==> src/rtl/fifo_width_upsizer.sv <==
// fifo_width_upsizer: pops IN_W-bit words from a 1-cycle-latency FIFO and packs RATIO of them
// into one valid/ready output beat. Define FIFO_UPSIZER_FLUSH_EN for partial-beat flush with keep mask.
module fifo_width_upsizer #(
  parameter  int IN_W  = 32,
  parameter  int RATIO = 4,
  localparam int OUT_W = IN_W * RATIO
) (
  input  logic             clk_100m,
  input  logic             rst,
  input  logic [IN_W-1:0]  fifo_rd_data,
  input  logic             fifo_empty,
  output logic             fifo_rd_en,
  input  logic             blk_state_WRITE,
  input  logic             flush,
  output logic [OUT_W-1:0] out_data,
  output logic [RATIO-1:0] out_keep,
  output logic             out_valid,
  input  logic             out_ready
);

  localparam int CW = $clog2(RATIO + 1);

  typedef enum logic {FILL, FLUSH} state_t;

  state_t          state, state_nxt;
  logic [CW-1:0]   fill_cnt, total, hcnt;
  logic            pend, out_free, flush_req, room, handoff, discard;
  logic [IN_W-1:0] lanes     [RATIO];
  logic [IN_W-1:0] lanes_nxt [RATIO];

`ifdef FIFO_UPSIZER_FLUSH_EN
  localparam bit FLUSH_EN = 1'b1;
  logic wr_d;

  always_ff @(posedge clk_100m or posedge rst) begin
    if (rst) wr_d <= 1'b0;
    else     wr_d <= blk_state_WRITE;
  end

  assign flush_req = flush | (wr_d & ~blk_state_WRITE);
`else
  localparam bit FLUSH_EN = 1'b0;
  logic unused_flush;

  assign unused_flush = flush;
  assign flush_req    = 1'b0;
`endif

  assign total    = fill_cnt + CW'(pend);
  assign out_free = ~out_valid | out_ready;

  // Capture stage: the word landing this cycle is merged into its lane before handoff
  always_comb begin
    for (int k = 0; k < RATIO; k++)
      lanes_nxt[k] = (pend && fill_cnt == CW'(k)) ? fifo_rd_data : lanes[k];
  end

  always_comb begin
    state_nxt  = state;
    fifo_rd_en = 1'b0;
    handoff    = 1'b0;
    hcnt       = '0;
    discard    = 1'b0;
    room       = 1'b0;
    case (state)
      FILL: begin
        // A full buffer may still accept a read if it hands off to the output this cycle
        room = (total < CW'(RATIO)) || (total == CW'(RATIO) && pend && out_free);
        fifo_rd_en = ~rst & ~flush_req & blk_state_WRITE & ~fifo_empty & room;
        if (total == CW'(RATIO) && out_free) begin
          handoff = 1'b1;
          hcnt    = CW'(RATIO);
        end else if (!FLUSH_EN && !blk_state_WRITE && !pend && fill_cnt != CW'(RATIO)) begin
          discard = 1'b1;
        end
        if (flush_req) state_nxt = FLUSH;
      end
      FLUSH: begin
        if (!pend) begin
          if (fill_cnt == '0) begin
            state_nxt = FILL;
          end else if (out_free) begin
            handoff   = 1'b1;
            hcnt      = fill_cnt;
            state_nxt = FILL;
          end
        end else if (total == CW'(RATIO) && out_free) begin
          handoff = 1'b1;
          hcnt    = CW'(RATIO);
        end
      end
      default: state_nxt = FILL;
    endcase
  end

  always_ff @(posedge clk_100m) begin
    for (int k = 0; k < RATIO; k++)
      lanes[k] <= lanes_nxt[k];
  end

  // Output stage: lanes at or above hcnt are zeroed so partial beats carry no stale data
  always_ff @(posedge clk_100m or posedge rst) begin
    if (rst) begin
      state     <= FILL;
      fill_cnt  <= '0;
      pend      <= 1'b0;
      out_valid <= 1'b0;
      out_data  <= '0;
      out_keep  <= '0;
    end else begin
      state <= state_nxt;
      pend  <= fifo_rd_en;
      if (handoff || discard) fill_cnt <= '0;
      else if (pend)          fill_cnt <= fill_cnt + CW'(1);
      if (handoff) begin
        out_valid <= 1'b1;
        for (int k = 0; k < RATIO; k++) begin
          out_data[k*IN_W +: IN_W] <= (CW'(k) < hcnt) ? lanes_nxt[k] : '0;
          out_keep[k]              <= (CW'(k) < hcnt);
        end
      end else if (out_ready) begin
        out_valid <= 1'b0;
      end
    end
  end

endmodule

==> config.mk <==
export PLATFORM = sky130hd
export DESIGN_NAME = fifo_width_upsizer
export DESIGN_NICKNAME = d
export VERILOG_FILES = /design/src/rtl/fifo_width_upsizer.sv
export SDC_FILE = /design/constraint.sdc
export NUM_CORES = 1
export LEC_CHECK = 0
export BUFFER_PORTS_ARGS = -buffer_cell sky130_fd_sc_hd__buf_2
export CAP_MARGIN = 20
export CORE_MARGIN = 2
export CORE_UTILIZATION = 25
export CTS_BUF_LIST = sky130_fd_sc_hd__clkbuf_4 sky130_fd_sc_hd__clkbuf_8
export CTS_CLUSTER_DIAMETER = 120
export DETAILED_ROUTE_END_ITERATION = 12
export PLACE_DENSITY = 0.45
export SYNTH_ARGS = -nofsm -noshare
export SYNTH_HDL_FRONTEND = slang
export SYNTH_SLANG_ARGS = --single-unit
export TNS_END_PERCENT = 30
==> constraint.sdc <==
create_clock -name clk_100m -period 6.9 [get_ports clk_100m]
set_input_delay 1.38 -clock clk_100m [delete_from_list [all_inputs] [get_ports clk_100m]]
set_output_delay 1.38 -clock clk_100m [all_outputs]
set_load 0.005 [all_outputs]
# [Yosys cells after proc, flatten, opt, wreduce, memory -nomap -nowiden]
# Memory sizes are Yosys's and may differ from the RTL's.
# Index checks and enable logic that the tools add are counted.
# W data, S select, Z words.
[op_classes] addsub=2 n_lt_le_gt_ge=5 eq_ne=5 n_mux=30 bitwise_logic=8 n_reduce_logical=16
[op_table] op="$mux W32" count=8
[op_table] op="$mux W3" count=6
[op_table] op="$mux W1" count=13
[op_table] op="$logic_and A1 B1 Y1" count=9
[op_table] op="$eq A3 B2 Y1 const B" count=2
[op_table] op="$lt A1 B3 Y1 const A" count=2
[op_table] op="$lt A2 B3 Y1 const A" count=2
[op_table] op="$pmux W3 S2" count=1
[op_table] op="$not A1 Y1" count=4
[op_table] op="$pmux W1 S2" count=2
[op_table] op="$reduce_bool A2 Y1" count=2
[op_table] op="$add A3 B1 Y3" count=1
[op_table] op="$add A3 B1 Y3 const B" count=1
[op_table] op="$and A1 B1 Y1" count=3
[op_table] op="$eq A3 B1 Y1 const B" count=1
[op_table] op="$eq A3 B3 Y1 const B" count=1
[op_table] op="$logic_not A3 Y1" count=1
[op_table] op="$lt A3 B3 Y1 const B" count=1
[op_table] op="$ne A3 B3 Y1 const B" count=1
[op_table] op="$logic_not A1 Y1" count=2
[op_table] op="$logic_or A1 B1 Y1" count=2
[op_table] op="$or A1 B1 Y1" count=1
[word_totals] regBits=138 ram_bits=128 out_inout_bits=134 memories=1
[mem_list] name="lanes" depth=4 width=32 rd=4 rd_clocked_by_memory_dff=0 write_ports=4 line="28" text="logic [IN_W-1:0] lanes [RATIO];"

# [Logic depth before layout (Yosys ltp)]
# Gate-level depths: netlist of run 1.
[logic_depth] depth_word=8 depth_mapped=9

# [Least setup slack after synthesis of run 1]
# Ideal clock, no wire load.
[synth_timing] path_kind="input to output" startpoint="input rst" endpoint="output fifo_rd_en" arrival_ns=4.698 required_ns=5.520 path_slack_ns=0.822 cell_stages=3 path_buffers=0 cell_sequence="inv_1 nand3_1 a21oi_1"
[synth_via] elab_chain_len=5
[synth_lines] element="start: declaration" line="9" text="input logic rst,"
[synth_lines] element="$not A1 Y1" line="69" text="fifo_rd_en = ~rst & ~flush_req & blk_state_WRITE & ~fifo_empty & room;"
[synth_lines] element="$and A1 B1 Y1 (3 in a row)" line="69"
[synth_lines] element="$mux W1" line="65" text="case (state)"
[synth_lines] element="end: declaration" line="12" text="output logic fifo_rd_en,"
# No other way between the ends.

# [Worst setup path in the final report of run 1]
# Same ends and word-level chain as after synthesis.

==> impl_metrics.toml, run 1 <==
[timing]
period_needed_ns = 3.68
finalSetupViolations = 0
hold_slack_ns = 0.456
relSlewSlack_pct = 30.7
worstMarginPinSlew_ns = 1.04
slew_viol_final = 0
rsz0062_at_grt = "no"
timing.final.crit_share_pct = 53.3
hold_viol = 0
fmax_mhz = 272
tns_ns = 0
fin_skew_ns = 0.0308
layout_setup_ws_ns = 3.22

[job]
cap_viol_max_count = 0

[cts]
cts_tree = "built"
clock_latency_ns = 0.60
cts.root.buffer_cell = "clkbuf_8"
holdBufCountCts = 0
post-cts-setup-buffer-count = 0
cts_sinks = 266
cts_htree_levels = 2
cts_buffers = 48
clockBufferDepth = 3
clk_pin_slew_ns = 0.05
cts_resized = 0

[route]
firstDrtPassIters = 4
wirelength_um = 25200
drtIter0Drc = 194
vias_per_cell = 4.40
wl_per_cell_um = 18.7
drtAntennaViolNets = 0
drc = 0
routed-via-count = 5941

[power]
power.density_nw_per_um2 = 437
leakage_nw = 5.62
vdd_drop_max_v = 0.000201
power_mw = 5.11

[global_routing]
grt_pass1_vias = 6322
grt_usage_pct = 13.5
gr-total-overflow = 0
grt_max_degree = 72
antenna_found_initial = 0
grt_pass1_wl_um = 39600

[layout]
finalNonFillerCells = 1349
stdcell_area_um2 = 11700
final_cell_mix = "170 x buf_2, 138 x dfrtp_1, 128 x dfxtp_1, 96 x a22o_1, 58 x clkbuf_8"
syn_to_final_growth_pct = 26.1
num_antenna_cells = 0
layout-drive-gt1-share_pct = 37.6
mostFrequentLayoutCell = "buf_2"
fin_util_pct = 31.9
nets = 888

[floorplanning]
rows = 70
design.die.area_um2 = 38700
start_util_pct = 25.3
die_w_um = 197
core_um2 = 36600
pin_count = 172
dieHeight_um = 197

[yosys]
synth_nets = 699
avgSynthCellArea_um2 = 14.2
synth_area_um2 = 9280
ys_seq_area_share_pct = 64.8
synth.area.top_cells = "dfrtp_1 37%, dfxtp_1 28%, a22o_1 9.1%"
synth_ff_type = "dfrtp_1"
async_flop_share_pct = 51.9
synthCells = 654
yosysTopAreaCell = "dfrtp_1"
synth_top_area_share_pct = 37.2
yosysWarnings = 0
synth_seq_cells = 266
synth_edf_count = 0
ys_types = 33

[critical_path]
r2r_end = "out_data[50]$_DFFE_PP0P_"
critPathKind = "input pin to output port"
required_ns = 5.52
crit_path_end_kind = "output port"
cp_max_fo = 44
start_kind = "input pin"
r2r_cells = 7
ff2ff_setup_slack_ns = 3.51
worstPathArrival_ns = 2.30
timing.rr.start = "pend$_DFF_PP0_"

[min_path]
hold_path_depth = 2
min-delay-start = "lanes[0][1]$_DFF_P_"
min_path_type = "register to register"
hold-path-endpoint = "lanes[0][1]$_DFF_P_"

[run_status]
status = "finished clean"

[place]
pre_cts_ws_ns = 2.84
dp.final_hpwl_um = 14900
io_buffer_count = 170
post_dp_cell_area_um2 = 10600
dp.cells = 1261
gp_congestion = 0.704
-- where the power goes --
group | switching (mW) | internal (mW) | total, mW
sequential | 0.248 | 2.08 | 2.33
clock | 0.669 | 0.985 | 1.65
combinational | 0.518 | 0.615 | 1.13
total | 1.43 | 3.68 | 5.11
-- worst max path at each step --
| stage | startpoint | endpoint | slack (ns) |
|---|---|---|---|
| 5_1_grt | pend$_DFF_PP0_ | fifo_rd_en | 2.96 |
| 4_1_cts | pend$_DFF_PP0_ | fifo_rd_en | 3.16 |
| 2_1_floorplan | rst | fifo_rd_en | 0.82 |
| 3_3_place_gp | out_ready | out_data[95]$_DFFE_PP0P_ | 2.84 |
| 6_report | rst | fifo_rd_en | 3.22 |
| 3_5_place_dp | out_ready | out_data[50]$_DFFE_PP0P_ | 2.84 |
-- synth_stat cells, drive strengths merged, types with 5 or more instances --
library cell / instances
dfrtp: 138
dfxtp: 128
a22o: 96
mux2: 96
inv: 37
mux2i: 33
o2bb2ai: 32
buf: 25
clkbuf: 16
nand2: 8
ha: 7
nor2: 7
o21ai: 5
-- final cells by class --
class / instances / area (um2)
timing repair buffer: 180 / 926
inverter: 37 / 144
tap: 468 / 586
clock inverter: 9 / 125
fill: 3720 / 24900
clock buffer: 79 / 956
sequential: 266 / 6020
multi-input combinational: 310 / 2940
-- state kept, by name (all words and copies together), names as in the netlist --
| signal | count |
|---|---|
| lanes | 128 |
| out_data | 128 |
| out_keep | 4 |
| fill_cnt | 3 |
| out_valid | 1 |
| pend | 1 |
| state | 1 |
-- logic make-up (layout without fill, tap and decap cells) --
group | Yosys count | in the layout | synth area share, %
AOI/OAI and AO/OA | 146 | 146 | 13.3
xor gates and xnor gates | 2 | 2 | 0.270
adders and majority gates | 7 | 7 | 0.944
buffers and inverters | 78 | 305 | 4.06
DFF | 266 | 266 | 64.8
muxes | 129 | 129 | 15.2
and+or+nand+nor | 26 | 26 | 1.38
-- critical path, cell delays in order --
cell	delay, ns
buf_2	0.12
inv_6	0.32
nand3_1	0.12
a21oi_1	0.16
buf_2	0.14
-- per-layer routing --
layer	global-route usage, %	wire length [um]	vias to the layer above
met2	19.9	10900	154
met3	3.76	1430	43
met5	0	0	-
met4	5.49	578	0
li1	-	-	2762
met1	18.5	12300	2982
No activity file was read; power rests on OpenSTA's default activity.
==> run 2: changes to the inputs <==
--- a/config.mk
+++ b/config.mk
@@ -12,7 +12,7 @@
 export CTS_BUF_LIST = sky130_fd_sc_hd__clkbuf_4 sky130_fd_sc_hd__clkbuf_8
 export CTS_CLUSTER_DIAMETER = 120
 export DETAILED_ROUTE_END_ITERATION = 12
-export PLACE_DENSITY = 0.45
+export PLACE_DENSITY = 0.47
 export SYNTH_ARGS = -nofsm -noshare
 export SYNTH_HDL_FRONTEND = slang
 export SYNTH_SLANG_ARGS = --single-unit
==> constraint.sdc (replaced) <==
create_clock -name clk_100m -period 3.1 [get_ports clk_100m]
set_input_delay 0.62 -clock clk_100m [delete_from_list [all_inputs] [get_ports clk_100m]]
set_output_delay 0.62 -clock clk_100m [all_outputs]
set_load 0.005 [all_outputs]
==> impl_metrics.toml, run 2 (synthesized netlist as in run 1, its figures left out) <==
[run_status]
status = "finished clean"

[critical_path]
cp_common_cell = "ha_1"
critPathKind = "register to output port"
required_ns = 2.48
start_kind = "register"
cp_max_fo = 12
worstPathArrival_ns = 2.23
slowest_delay_ns = 0.50
cp.buffers_inverters = 1
path_cells = "ha_1 > ha_1 > nor2_1 > nand3_1 > a21oi_1 > buf_2"
r2r_cells = 8
crit_path_end_kind = "output port"
cp_top_family = "flip-flops"
slowest_stage = "dfrtp_2"
path_depth = 6

[cts]
cts_tree = "built"
cts.root.buffer_cell = "clkbuf_8"
cts_sinks = 266
clockBufferDepth = 3
cts_resized = 0
cts_htree_levels = 2
post-cts-setup-buffer-count = 0
clk_pin_slew_ns = 0.06
holdBufCountCts = 0
cts_buffers = 47
clock_latency_ns = 0.59

[layout]
final_cell_mix = "170 x buf_2, 137 x dfrtp_1, 128 x dfxtp_1, 96 x a22o_1, 54 x clkbuf_8"
stdcell_area_um2 = 11800
multi_input_area_um2 = 2940
top_regs = "lanes (128), out_data (128), out_keep (4)"
mostFrequentLayoutCell = "buf_2"
nets = 894
n_fill_cell = 3727
num_antenna_cells = 0
seq_area_um2 = 6020
syn_to_final_growth_pct = 26.7
layout-drive-gt1-share_pct = 37.8

[place]
post_dp_cell_area_um2 = 10800
dp.final_hpwl_um = 15300
gp_congestion = 0.694
io_buffer_count = 170

[route]
firstDrtPassIters = 4
drtIter0Drc = 183
drtAntennaViolNets = 0
vias_per_cell = 4.37
wirelength_um = 25600
routed-via-count = 5909
wl_per_cell_um = 18.9
drc = 0

[global_routing]
gr-total-overflow = 0
antenna_found_initial = 1
grt_max_degree = 139
grt_pass1_wl_um = 38900
grt_usage_pct = 13.3
grt_pass1_vias = 6162

[timing]
finalSetupViolations = 0
hold_slack_ns = 0.269
fin_skew_ns = 0.0240
tns_ns = 0
slew_viol_final = 0
worstMarginPinSlew_ns = 0.859
hold_viol = 0
fmax_mhz = 351
relSlewSlack_pct = 42.7
rsz0062_at_grt = "no"
timing.final.crit_share_pct = 92.0
period_needed_ns = 2.85

[power]
power.density_nw_per_um2 = 954
power_mw = 11.2
leakage_nw = 5.64
vdd_drop_max_v = 0.000389

[floorplanning]
rows = 70
die_w_um = 197
start_util_pct = 25.3
dieHeight_um = 197
design.die.area_um2 = 38700
pin_count = 172
core_um2 = 36600

[min_path]
min_path_type = "input pin to asynchronous set/reset pin"

[job]
cap_viol_max_count = 0
-- run 2: cell count changes in the layout (fill, tap and decap cells not counted), sizes merged --
cell | previous run | this run
buf | 180 | 187
bufinv | 3 | 2
clkbuf | 79 | 78
clkinv | 4 | 3
clkinvlp | 2 | 1
inv | 37 | 36
-- run 2: stage by stage --
stage / util [%] / setup slack (ns) / instances
final: 32.1 / 0.248 / 1351
after global routing: 32.1 / 0.0463 / 1351
after CTS: 32.1 / 0.0787 / 1351
after detailed placement: 29.4 / 0.580 / 1268
after global placement: 29.4 / 0.599 / 1268
after floorplan: - / -0.395 / 654
-- run 2: report_power, final --
part           total (mW)  switching [mW]  internal, mW
clock                3.47            1.44          2.03
combinational        2.56            1.16          1.40
sequential           5.18           0.556          4.62
-- run 2: final timing paths --
check | endpoint | slack, ns | startpoint
min reg2reg | lanes[0][0]$_DFF_P_ | 0.46 | lanes[0][0]$_DFF_P_
min | pend$_DFF_PP0_ | 0.27 | rst
max | fifo_rd_en | 0.25 | pend$_DFF_PP0_
max in group asynchronous | out_data[76]$_DFFE_PP0P_ | 2.17 | rst
max reg2reg | out_data[57]$_DFFE_PP0P_ | 0.62 | pend$_DFF_PP0_
min in group clk_100m | pend$_DFF_PP0_ | 0.30 | fifo_empty
-- run 2: layer usage --
metal	vias up	routed length (um)	global-route usage, %
li1	2763	-	-
met3	45	1740	4.93
met5	-	0	0
met1	2952	12200	18.1
met2	149	11000	19.5
met4	0	566	4.37
-- run 2: cell type report --
| cell class | instances | area share, % |
|---|---|---|
| well taps | 468 | 4.98 |
| clock buffers | 78 | 7.86 |
| multi-input cells | 310 | 25.0 |
| repair buffers | 187 | 9.07 |
| inverters | 37 | 1.21 |
| flip-flops and latches | 266 | 51.2 |
| clock inverters | 5 | 0.639 |
-- run 2: worst min-delay path, stage by stage --
cell,delay (ns)
buf_2,0.11
clkinvlp_4,0.08
buf_12,0.54
